## src/rtl/adc_buff_pkg.sv

```systemverilog
// Shared types and defaults for the adc_buff serial ADC capture buffer.
// Optional ping-pong buffering is enabled by defining ADC_BUFF_TOGGLE_EN.
package adc_buff_pkg;

    typedef enum logic [2:0] {
        IDLE,
        ARMED,
        CS_SETUP,
        SHIFT,
        STORE_HI,
        STORE_LO
    } state_t;

    localparam int SCLK_HALF_DEF   = 8;
    localparam int CS_SETUP_DEF    = 2;
    localparam int NUM_SAMPLES_DEF = 128;
    localparam int WORD_W          = 16;
    localparam int BYTE_W          = 8;

    // Terminal count of the decimation counter: 2^rate - 1.
    function automatic logic [6:0] decim_mask(input logic [2:0] rate);
        return 7'((8'd1 << rate) - 8'd1);
    endfunction

endpackage

```

## src/rtl/adc_buff_ram.sv

```systemverilog
// Simple dual-port synchronous RAM: one write port, one registered read port.
// Contents are not reset.
module adc_buff_ram
    import adc_buff_pkg::*;
#(
    parameter int ADDR_W = 8,
    parameter int DATA_W = BYTE_W
) (
    input  logic              clk,
    input  logic              we,
    input  logic [ADDR_W-1:0] waddr,
    input  logic [DATA_W-1:0] wdata,
    input  logic [ADDR_W-1:0] raddr,
    output logic [DATA_W-1:0] rdata
);

    logic [DATA_W-1:0] mem [2**ADDR_W];

    // Write port plus registered read port.
    always_ff @(posedge clk) begin
        if (we) begin
            mem[waddr] <= wdata;
        end
        rdata <= mem[raddr];
    end

endmodule

```

## src/rtl/adc_buff.sv

```systemverilog
// Serial ADC capture buffer: waits for nDRDY falls, reads 16-bit words MSB
// first over nCS1/SCLK1/SDIN1, keeps one conversion in 2^rate and stores each
// kept word as two bytes (high byte first) in RAM.
// Define ADC_BUFF_TOGGLE_EN for a 512-byte ping-pong buffer with toggle_buff.
module adc_buff
    import adc_buff_pkg::*;
#(
    parameter int SCLK_HALF   = SCLK_HALF_DEF,
    parameter int CS_SETUP    = CS_SETUP_DEF,
    parameter int NUM_SAMPLES = NUM_SAMPLES_DEF
) (
    input  logic       clk,
    input  logic       reset,
    input  logic       start_pulse,
    input  logic [2:0] rate,
    output logic       write_done,
    input  logic [7:0] read_addr,
    output logic [7:0] dout,
    input  logic       nDRDY,
    input  logic       SDIN1,
    output logic       SCLK1,
    output logic       nCS1
`ifdef ADC_BUFF_TOGGLE_EN
    ,
    output logic       toggle_buff
`endif
);

    localparam int PTR_W = $clog2(NUM_SAMPLES);
    localparam int TMR_W = 8;
    localparam int BIT_W = $clog2(WORD_W);

    state_t             state_q, state_d;
    logic [1:0]         drdy_s;
    logic [1:0]         sdin_s;
    logic               drdy_fall;
    logic [2:0]         rate_q;
    logic [6:0]         decim_q;
    logic [PTR_W-1:0]   ptr_q;
    logic [TMR_W-1:0]   tmr_q;
    logic [BIT_W-1:0]   bit_q;
    logic               sclk_q;
    logic [WORD_W-1:0]  word_q;
    logic               half_end;
    logic               last_sample;
    logic               ram_we;
    logic               byte_sel;
    logic [BYTE_W-1:0]  ram_wdata;
    logic               toggle_q;

    assign drdy_fall   = drdy_s[1] & ~drdy_s[0];
    assign half_end    = (tmr_q == TMR_W'(SCLK_HALF - 1));
    assign last_sample = (ptr_q == PTR_W'(NUM_SAMPLES - 1));
    assign SCLK1       = sclk_q;

    // Synchronizers for the asynchronous ADC inputs; idle-high nDRDY avoids a false fall.
    always_ff @(posedge clk) begin
        if (reset) begin
            drdy_s <= 2'b11;
        end else begin
            drdy_s <= {drdy_s[0], nDRDY};
        end
        sdin_s <= {sdin_s[0], SDIN1};
    end

    // FSM state register.
    always_ff @(posedge clk) begin
        if (reset) begin
            state_q <= IDLE;
        end else begin
            state_q <= state_d;
        end
    end

    // Next-state logic and per-state outputs.
    always_comb begin
        state_d    = state_q;
        nCS1       = 1'b1;
        write_done = 1'b0;
        ram_we     = 1'b0;
        byte_sel   = 1'b0;
        ram_wdata  = word_q[15:8];
        case (state_q)
            IDLE: begin
                if (start_pulse) begin
                    state_d = ARMED;
                end
            end
            ARMED: begin
                if (drdy_fall && decim_q == '0) begin
                    state_d = adc_buff_pkg::CS_SETUP;
                end
            end
            adc_buff_pkg::CS_SETUP: begin
                nCS1 = 1'b0;
                if (tmr_q == TMR_W'(CS_SETUP - 1)) begin
                    state_d = SHIFT;
                end
            end
            SHIFT: begin
                nCS1 = 1'b0;
                if (half_end && sclk_q && bit_q == BIT_W'(WORD_W - 1)) begin
                    state_d = STORE_HI;
                end
            end
            STORE_HI: begin
                ram_we  = 1'b1;
                state_d = STORE_LO;
            end
            STORE_LO: begin
                ram_we    = 1'b1;
                byte_sel  = 1'b1;
                ram_wdata = word_q[7:0];
                if (last_sample) begin
                    write_done = 1'b1;
`ifdef ADC_BUFF_TOGGLE_EN
                    state_d = ARMED;
`else
                    state_d = IDLE;
`endif
                end else begin
                    state_d = ARMED;
                end
            end
            default: state_d = IDLE;
        endcase
    end

    // Sequencing counters: rate capture, decimation, CS setup/SCLK timing, sample pointer.
    always_ff @(posedge clk) begin
        if (reset) begin
            rate_q   <= '0;
            decim_q  <= '0;
            ptr_q    <= '0;
            tmr_q    <= '0;
            bit_q    <= '0;
            sclk_q   <= 1'b0;
            toggle_q <= 1'b0;
        end else begin
            case (state_q)
                IDLE: begin
                    if (start_pulse) begin
                        rate_q  <= rate;
                        decim_q <= '0;
                        ptr_q   <= '0;
                    end
                end
                ARMED: begin
                    tmr_q  <= '0;
                    bit_q  <= '0;
                    sclk_q <= 1'b0;
                    if (drdy_fall) begin
                        decim_q <= (decim_q == decim_mask(rate_q)) ? '0 : decim_q + 7'd1;
                    end
                end
                adc_buff_pkg::CS_SETUP: begin
                    tmr_q <= (tmr_q == TMR_W'(CS_SETUP - 1)) ? '0 : tmr_q + TMR_W'(1);
                end
                SHIFT: begin
                    if (half_end) begin
                        tmr_q  <= '0;
                        sclk_q <= ~sclk_q;
                        if (sclk_q) begin
                            bit_q <= bit_q + BIT_W'(1);
                        end
                    end else begin
                        tmr_q <= tmr_q + TMR_W'(1);
                    end
                end
                STORE_LO: begin
                    if (last_sample) begin
                        ptr_q    <= '0;
                        toggle_q <= ~toggle_q;
                    end else begin
                        ptr_q <= ptr_q + PTR_W'(1);
                    end
                end
                default: ;
            endcase
        end
    end

    // Serial word capture on the clk where SCLK1 goes 0->1 (data path, no reset).
    always_ff @(posedge clk) begin
        if (state_q == SHIFT && half_end && !sclk_q) begin
            word_q <= {word_q[WORD_W-2:0], sdin_s[1]};
        end
    end

`ifdef ADC_BUFF_TOGGLE_EN
    assign toggle_buff = toggle_q;

    adc_buff_ram #(
        .ADDR_W (9),
        .DATA_W (BYTE_W)
    ) u_ram (
        .clk   (clk),
        .we    (ram_we),
        .waddr ({~toggle_q, 8'({ptr_q, byte_sel})}),
        .wdata (ram_wdata),
        .raddr ({toggle_q, read_addr}),
        .rdata (dout)
    );
`else
    adc_buff_ram #(
        .ADDR_W (8),
        .DATA_W (BYTE_W)
    ) u_ram (
        .clk   (clk),
        .we    (ram_we),
        .waddr (8'({ptr_q, byte_sel})),
        .wdata (ram_wdata),
        .raddr (read_addr),
        .rdata (dout)
    );
`endif

endmodule

```

## config.mk

```make
export PLATFORM = sky130hd
export DESIGN_NAME = adc_buff
export DESIGN_NICKNAME = d
export VERILOG_FILES = /design/src/rtl/adc_buff_pkg.sv /design/src/rtl/adc_buff_ram.sv /design/src/rtl/adc_buff.sv
export SDC_FILE = /design/constraint.sdc
export NUM_CORES = 2
export LEC_CHECK = 0
export ABC_AREA = 1
export BUFFER_PORTS_ARGS = -buffer_cell sky130_fd_sc_hd__clkbuf_2
export CAP_MARGIN = 30
export CORE_UTILIZATION = 60
export CTS_CLUSTER_DIAMETER = 50
export DETAILED_ROUTE_END_ITERATION = 6
export HOLD_SLACK_MARGIN = 0.12
export PLACE_DENSITY_LB_ADDON = 0.12
export SETUP_SLACK_MARGIN = 0.2
export SYNTH_ARGS = -nofsm -noshare
export SYNTH_HDL_FRONTEND = slang
export SYNTH_SLANG_ARGS = --single-unit
export TNS_END_PERCENT = 5
```

## constraint.sdc

```tcl
create_clock -name clk -period 11.67 [get_ports clk]
set_clock_uncertainty 0.15 [all_clocks]
set_input_delay 1.167 -clock clk [delete_from_list [all_inputs] [get_ports clk]]
set_output_delay 1.167 -clock clk [all_outputs]
set_load 0.02 [all_outputs]
```

# --- After elaboration in Yosys (flattened, before gate mapping) ---
# Memories as Yosys holds them, arrays and structs flattened. A register that Yosys moved wholly into a read port is not among the register bits.
# Index checks and enable logic that the tools add are counted.
word_totals:
  register_bits: 53
  mem_bits_rw: 2048
  input_bits: 16
  wordCells: 85
  memories: 1
op_classes:
  addsub: 5
  eq_ne: 17
  shifts: 1
  n_mux: 28
  bitwise_logic: 3
  n_reduce_logical: 20
mem_list:
  columns: ["name", "words", "word_bits", "read_ports", "rd_ports_with_merged_regs", "write_ports", "line_no", "rtl"]
  rows:
  - ["u_ram.mem", 256, 8, 1, 1, 1, "adc_buff_ram.sv:17", "logic [DATA_W-1:0] mem [2**ADDR_W];"]
op_table:
  columns: ["cell", "count"]
  rows:
  - ["$mux 7", 4]
  - ["$pmux 7 s2", 2]
  - ["$mux 8", 3]
  - ["$pmux 8 s3", 1]
  - ["$pmux 3 s6", 1]
  - ["$add 7x1->7 const B", 2]
  - ["$ne 2x2->1 const B", 7]
  - ["$mux 3", 4]
  - ["$mux 1", 9]
  - ["$add 8x1->8 const B", 1]
  - ["$eq 8x1->1 const B", 1]
  - ["$eq 8x3->1 const B", 1]
  - ["$mux 4", 2]
  - ["$pmux 4 s2", 1]
  - ["$eq 7x7->1", 1]
  - ["$eq 7x7->1 const B", 1]
  - ["$logic_not 7->1", 1]
  - ["$shl 1x3->7 const A", 1]
  - ["$sub 7x1->7 const B", 1]
  - ["$eq 3x2->1 const B", 2]
  - ["$eq 3x3->1 const B", 2]
  - ["$reduce_and 2->1", 3]
  - ["$reduce_and 3->1", 2]
  - ["$reduce_bool 2->1", 3]
  - ["other kinds (12)", 18]

# --- Logic depth before layout (Yosys ltp) ---
depth:
  ltp_word: 6
  mapped_depth: 15

# --- Cells and area by module ---
# A second synthesis with hierarchy kept.
hier_totals:
  cells_unflattened: 7364
  hier_area_um2: 86133.9
modules_own_cells:
  columns: ["mod", "n_inst", "cells_each", "area_per_inst_um2", "seq_area_each_um2"]
  rows:
  - ["adc_buff_ram", 1, 7003, 83396.2, 61659.1]
  - ["adc_buff", 1, 361, 2737.6, 1221.2]

# --- Worst setup path after synthesis ---
# Ideal clock, no wire load.
synth_timing:
  path_type: "flip-flop to flip-flop"
  start: "register state_q[2]"
  end: "memory u_ram.mem[0][0] (netlist name), data pin"
  setup_time_ps: 822
  t_arrival_ps: 4153
  t_required_ps: 10698
  path_slack_ps: 6545
  path_stages_with_launch: 8
  period_less_slack_ps: 5125
  path_cell_list: "dfxtp_1 > buf_2 > inv_1 > nor2_8 > inv_4 > clkbuf_1 > nand2_1 > nand2_1"
synth_between:
  elab_chain_cells: 2
synth_rtl:
  columns: ["element", "line_no", "rtl"]
  rows:
  - ["start, declared", "adc_buff.sv:33", "state_t state_q, state_d;"]
  - ["start signal, assigned", "adc_buff.sv:71", "state_q <= state_d;"]
  - ["$eq 3x3->1", "adc_buff.sv:83", "case (state_q)"]
  - ["$mux 8", "adc_buff.sv:83", null]
  - ["net ram_wdata[0]", "adc_buff.sv:48", "logic [BYTE_W-1:0] ram_wdata;"]
  - ["end, declared", "adc_buff_ram.sv:17", null]
# The timed path passes the listed nets, and every way through them passes these cells.

==> results.md <==
- Ranking of synthesized cells by area: edfxtp_1, nand3_1, nand2_1, clkbuf_1, nor2_1
- Final wirelength: 224 mm
- Outcome: finished clean
- CP max stage cell: buf_12
- Mapped cell area: approximately 0.086 mm²
- Delay-heaviest family, CP: buffers and inverters
- Nets: 7,161
- Avg Cell Area, Syn: ~12 µm²
- Worst-case vdd ir drop: 0.000141 V
- RSZ-0062 raised after global routing: no
- Worst Max-Slew Pin Slew: around 1300 ps
- Area share of the largest cell type after synthesis: a little over 70%
- Final setup viols: 0
- Routed Antenna Nets: 0
- Rows: 138
- Yosys cell types: 34
- Post-Place Setup Slack: 6130 ps
- Clock Sinks: 2,109
- Count of yosys warnings during synthesis: 0
- Largest net degree at the start of global routing: 228
- DIE HEIGHT: between 300 and 400 µm
- Levels on crit path: 14
- Reg clk slew, reported paths: 60 ps
- CTS tree: done
- Max_slew headroom: 10.7%
- Total core area: 0.142 mm²
- Data arrival time of the worst path: about 5400 ps
- First-pass GRT wire length: 335 mm
- Power Density: 166 mW/mm²
- RePlAce Congestion: just under 0.9
- R2R cell count: 10
- FF+latch count, synth: ~2,100
- Input/output buffers: 26
- Slew Viols, Final: 0
- Die Wd: 380 µm
- CTS root buffer: clkbuf_16
- CP max FO: 227
- Min setup slack post-route: 6890 ps
- Worst hold slack: 192 ps
- Most common cell after layout, fill and taps aside: nand2_1
- Fin Setup TNS: 0 ps
- Critical Path RT: 12,310 ps
- Hold depth: 0
- Number of max-cap violations: 0
- # resized after CTS: 0
- Register area share after synthesis: roughly three quarters
- Final Hold Fails: 0
- CP cell instances: buf_8, buf_4, buf_12, buf_12, nand2_1, nand3_1, nand3_1, nand3_1, nand3_1, nand3_1, nand3_1, nand2_1, nand2_1, nand2_1
- Fill count: about 10,000
- Worst skew pair latency: 850 ps
- Pre-antenna DRT Iters: 6
- Area of the die: 0.144 mm²
- CP max stage delay: ~690 ps
- Cell Count, Final, Fillers Out: 9,194
- CP most frequent cell: nand3_1
- Final Cycle Share: between 40% and 50%
- Cts bufs inserted: 210
- Largest area contributor in the netlist: edfxtp_1
- Post-CTS setup buffer count: 0
- Share of cells above drive strength 1: 6.78%
- GRT Overall Usage: 30.9%
- WL per Instance: 24.4 µm
- Vias in the first global route: ~53,000
- CP Launch Type: input pin
- Remaining global-route overflow: 0
- Hold Crit Class: flip-flop to flip-flop
- Syn Nets: 7,320
- Starting density of the core: approximately 61%
- Leakage: around 32 nW
- Drt via density: 6.14
- Iter 0 DRT Violations: around 7,500
- Placed Cells incl. Taps: roughly 8,800
- CP bufs+invs: 4
- Dpl hpwl: around 120 mm
- Longest Clk Path Bufs: 3
- Initial antenna violation count: 4
- Fmax achieved: 209 MHz
- Total I/O pin count: 27
- H-tree depth: 4
- Area Overhead vs Synth: 9.31%
- Critical Path End Type: flip-flop
- Mapped Cells: 7,297
- Vias: 56,462
- Residual DRC: 0
- Most frequent cells in the layout: nand2_1, edfxtp_1, nand3_1, nor2_1, clkbuf_16
- Final min period: 4780 ps
- Setup Crit Path Kind: input pin to flip-flop
- Post-CTS Hold Buffers: 0
==> layer usage <==
| layer | global-route usage (%) | wire (µm) | vias to the layer above | share of wire [%] |
|---|---|---|---|---|
| li1 | - | - | 25547 | - |
| met3 | 5.94 | 22400 | 468 | 10 |
| met1 | 44.2 | 89100 | 27378 | 40 |
| met5 | 0 | 14 | - | 0.0062 |
| met4 | 12.3 | 8850 | 2 | 3.9 |
| met2 | 47.2 | 104000 | 3067 | 46 |
==> path summary, 6_finish.rpt <==
check / from / to / slack, ps
setup / recovery: read_addr[0] / u_ram.rdata[0] / 6890
hold / removal: sdin_s[0] / sdin_s[1] / 190
setup reg to reg: state_q[0] / u_ram.mem[241][7] / 7830
hold reg to reg: sdin_s[0] / sdin_s[1] / 190
==> sequential cells by signal, summed over array words and instances, names as in the netlist <==
signal and cells:
u_ram.mem 2048, word_q 16, tmr_q 8, u_ram.rdata 8, decim_q 7, ptr_q 7, bit_q 4, rate_q 3
state_q 3, drdy_s 2, sdin_s 2, SCLK1 1
==> cell usage after synthesis, drive strengths merged <==
library cell and n:
o21a 1, xor2 9, ha 7, edfxtp 2064, xnor2 5, a41oi 1
nand4 4, o21ai 20, o22ai 1, a2111o 1, nor3b 4, a211o 1
a21oi 29, nor2 297, dfxtp 45, nor3 16, a211oi 2, inv 70
nand3 2028, buf 234, nand2 2204, clkbuf 253, or2 1
==> cells by family after synthesis <==
logic type	count (synthesis)	synth area share, %
fa+ha+maj	7	0.102
buf+inv	557	2.77
compound gates	56	0.358
xor+xnor	14	0.143
simple gates	4554	23.2
flops	2109	73.4
==> metrics by stage <==
step | power (mW) | area, µm² | utilization (%)
2_1_floorplan | 9.05 | 85700 | -
3_3_place_gp | 9.33 | 86900 | 61.4
3_5_place_dp | 9.35 | 87100 | 61.5
4_1_cts | 15.6 | 93500 | 66.0
5_1_grt | 16.0 | 93700 | 66.2
6_report | 15.6 | 93700 | 66.2
==> power by group <==
| group | internal, mW | switching, mW | total [mW] |
|---|---|---|---|
| sequential | 8.25 | 0.0268 | 8.28 |
| clock | 3.58 | 2.79 | 6.37 |
| combinational | 0.244 | 0.689 | 0.933 |
| total | 12.1 | 3.51 | 15.6 |
==> cell type report <==
| type | instances | area [µm²] | share of cell area [%] |
|---|---|---|---|
| repair buffers | 116 | 1180 | 1.26 |
| flip-flops and latches | 2109 | 62900 | 67.1 |
| multi-input cells | 4631 | 20500 | 21.9 |
| well taps | 1890 | 2360 | 2.52 |
| inverters | 70 | 293 | 0.313 |
| clock inverters | 114 | 892 | 0.952 |
| diodes | 1 | 2.50 | 0.00267 |
| clock buffers | 263 | 5520 | 5.89 |
==> worst register-to-register path, cell delays in order (launching register included) <==
cell and delay (ps):
dfxtp_1 470, inv_2 80, nor2_2 100, inv_2 70, nor2_8 170, inv_4 140
nand2_4 120, inv_4 60, nor2_2 450, nand2_1 660, nor2_1 960
Note: power is estimated with default switching activity, not from simulation.
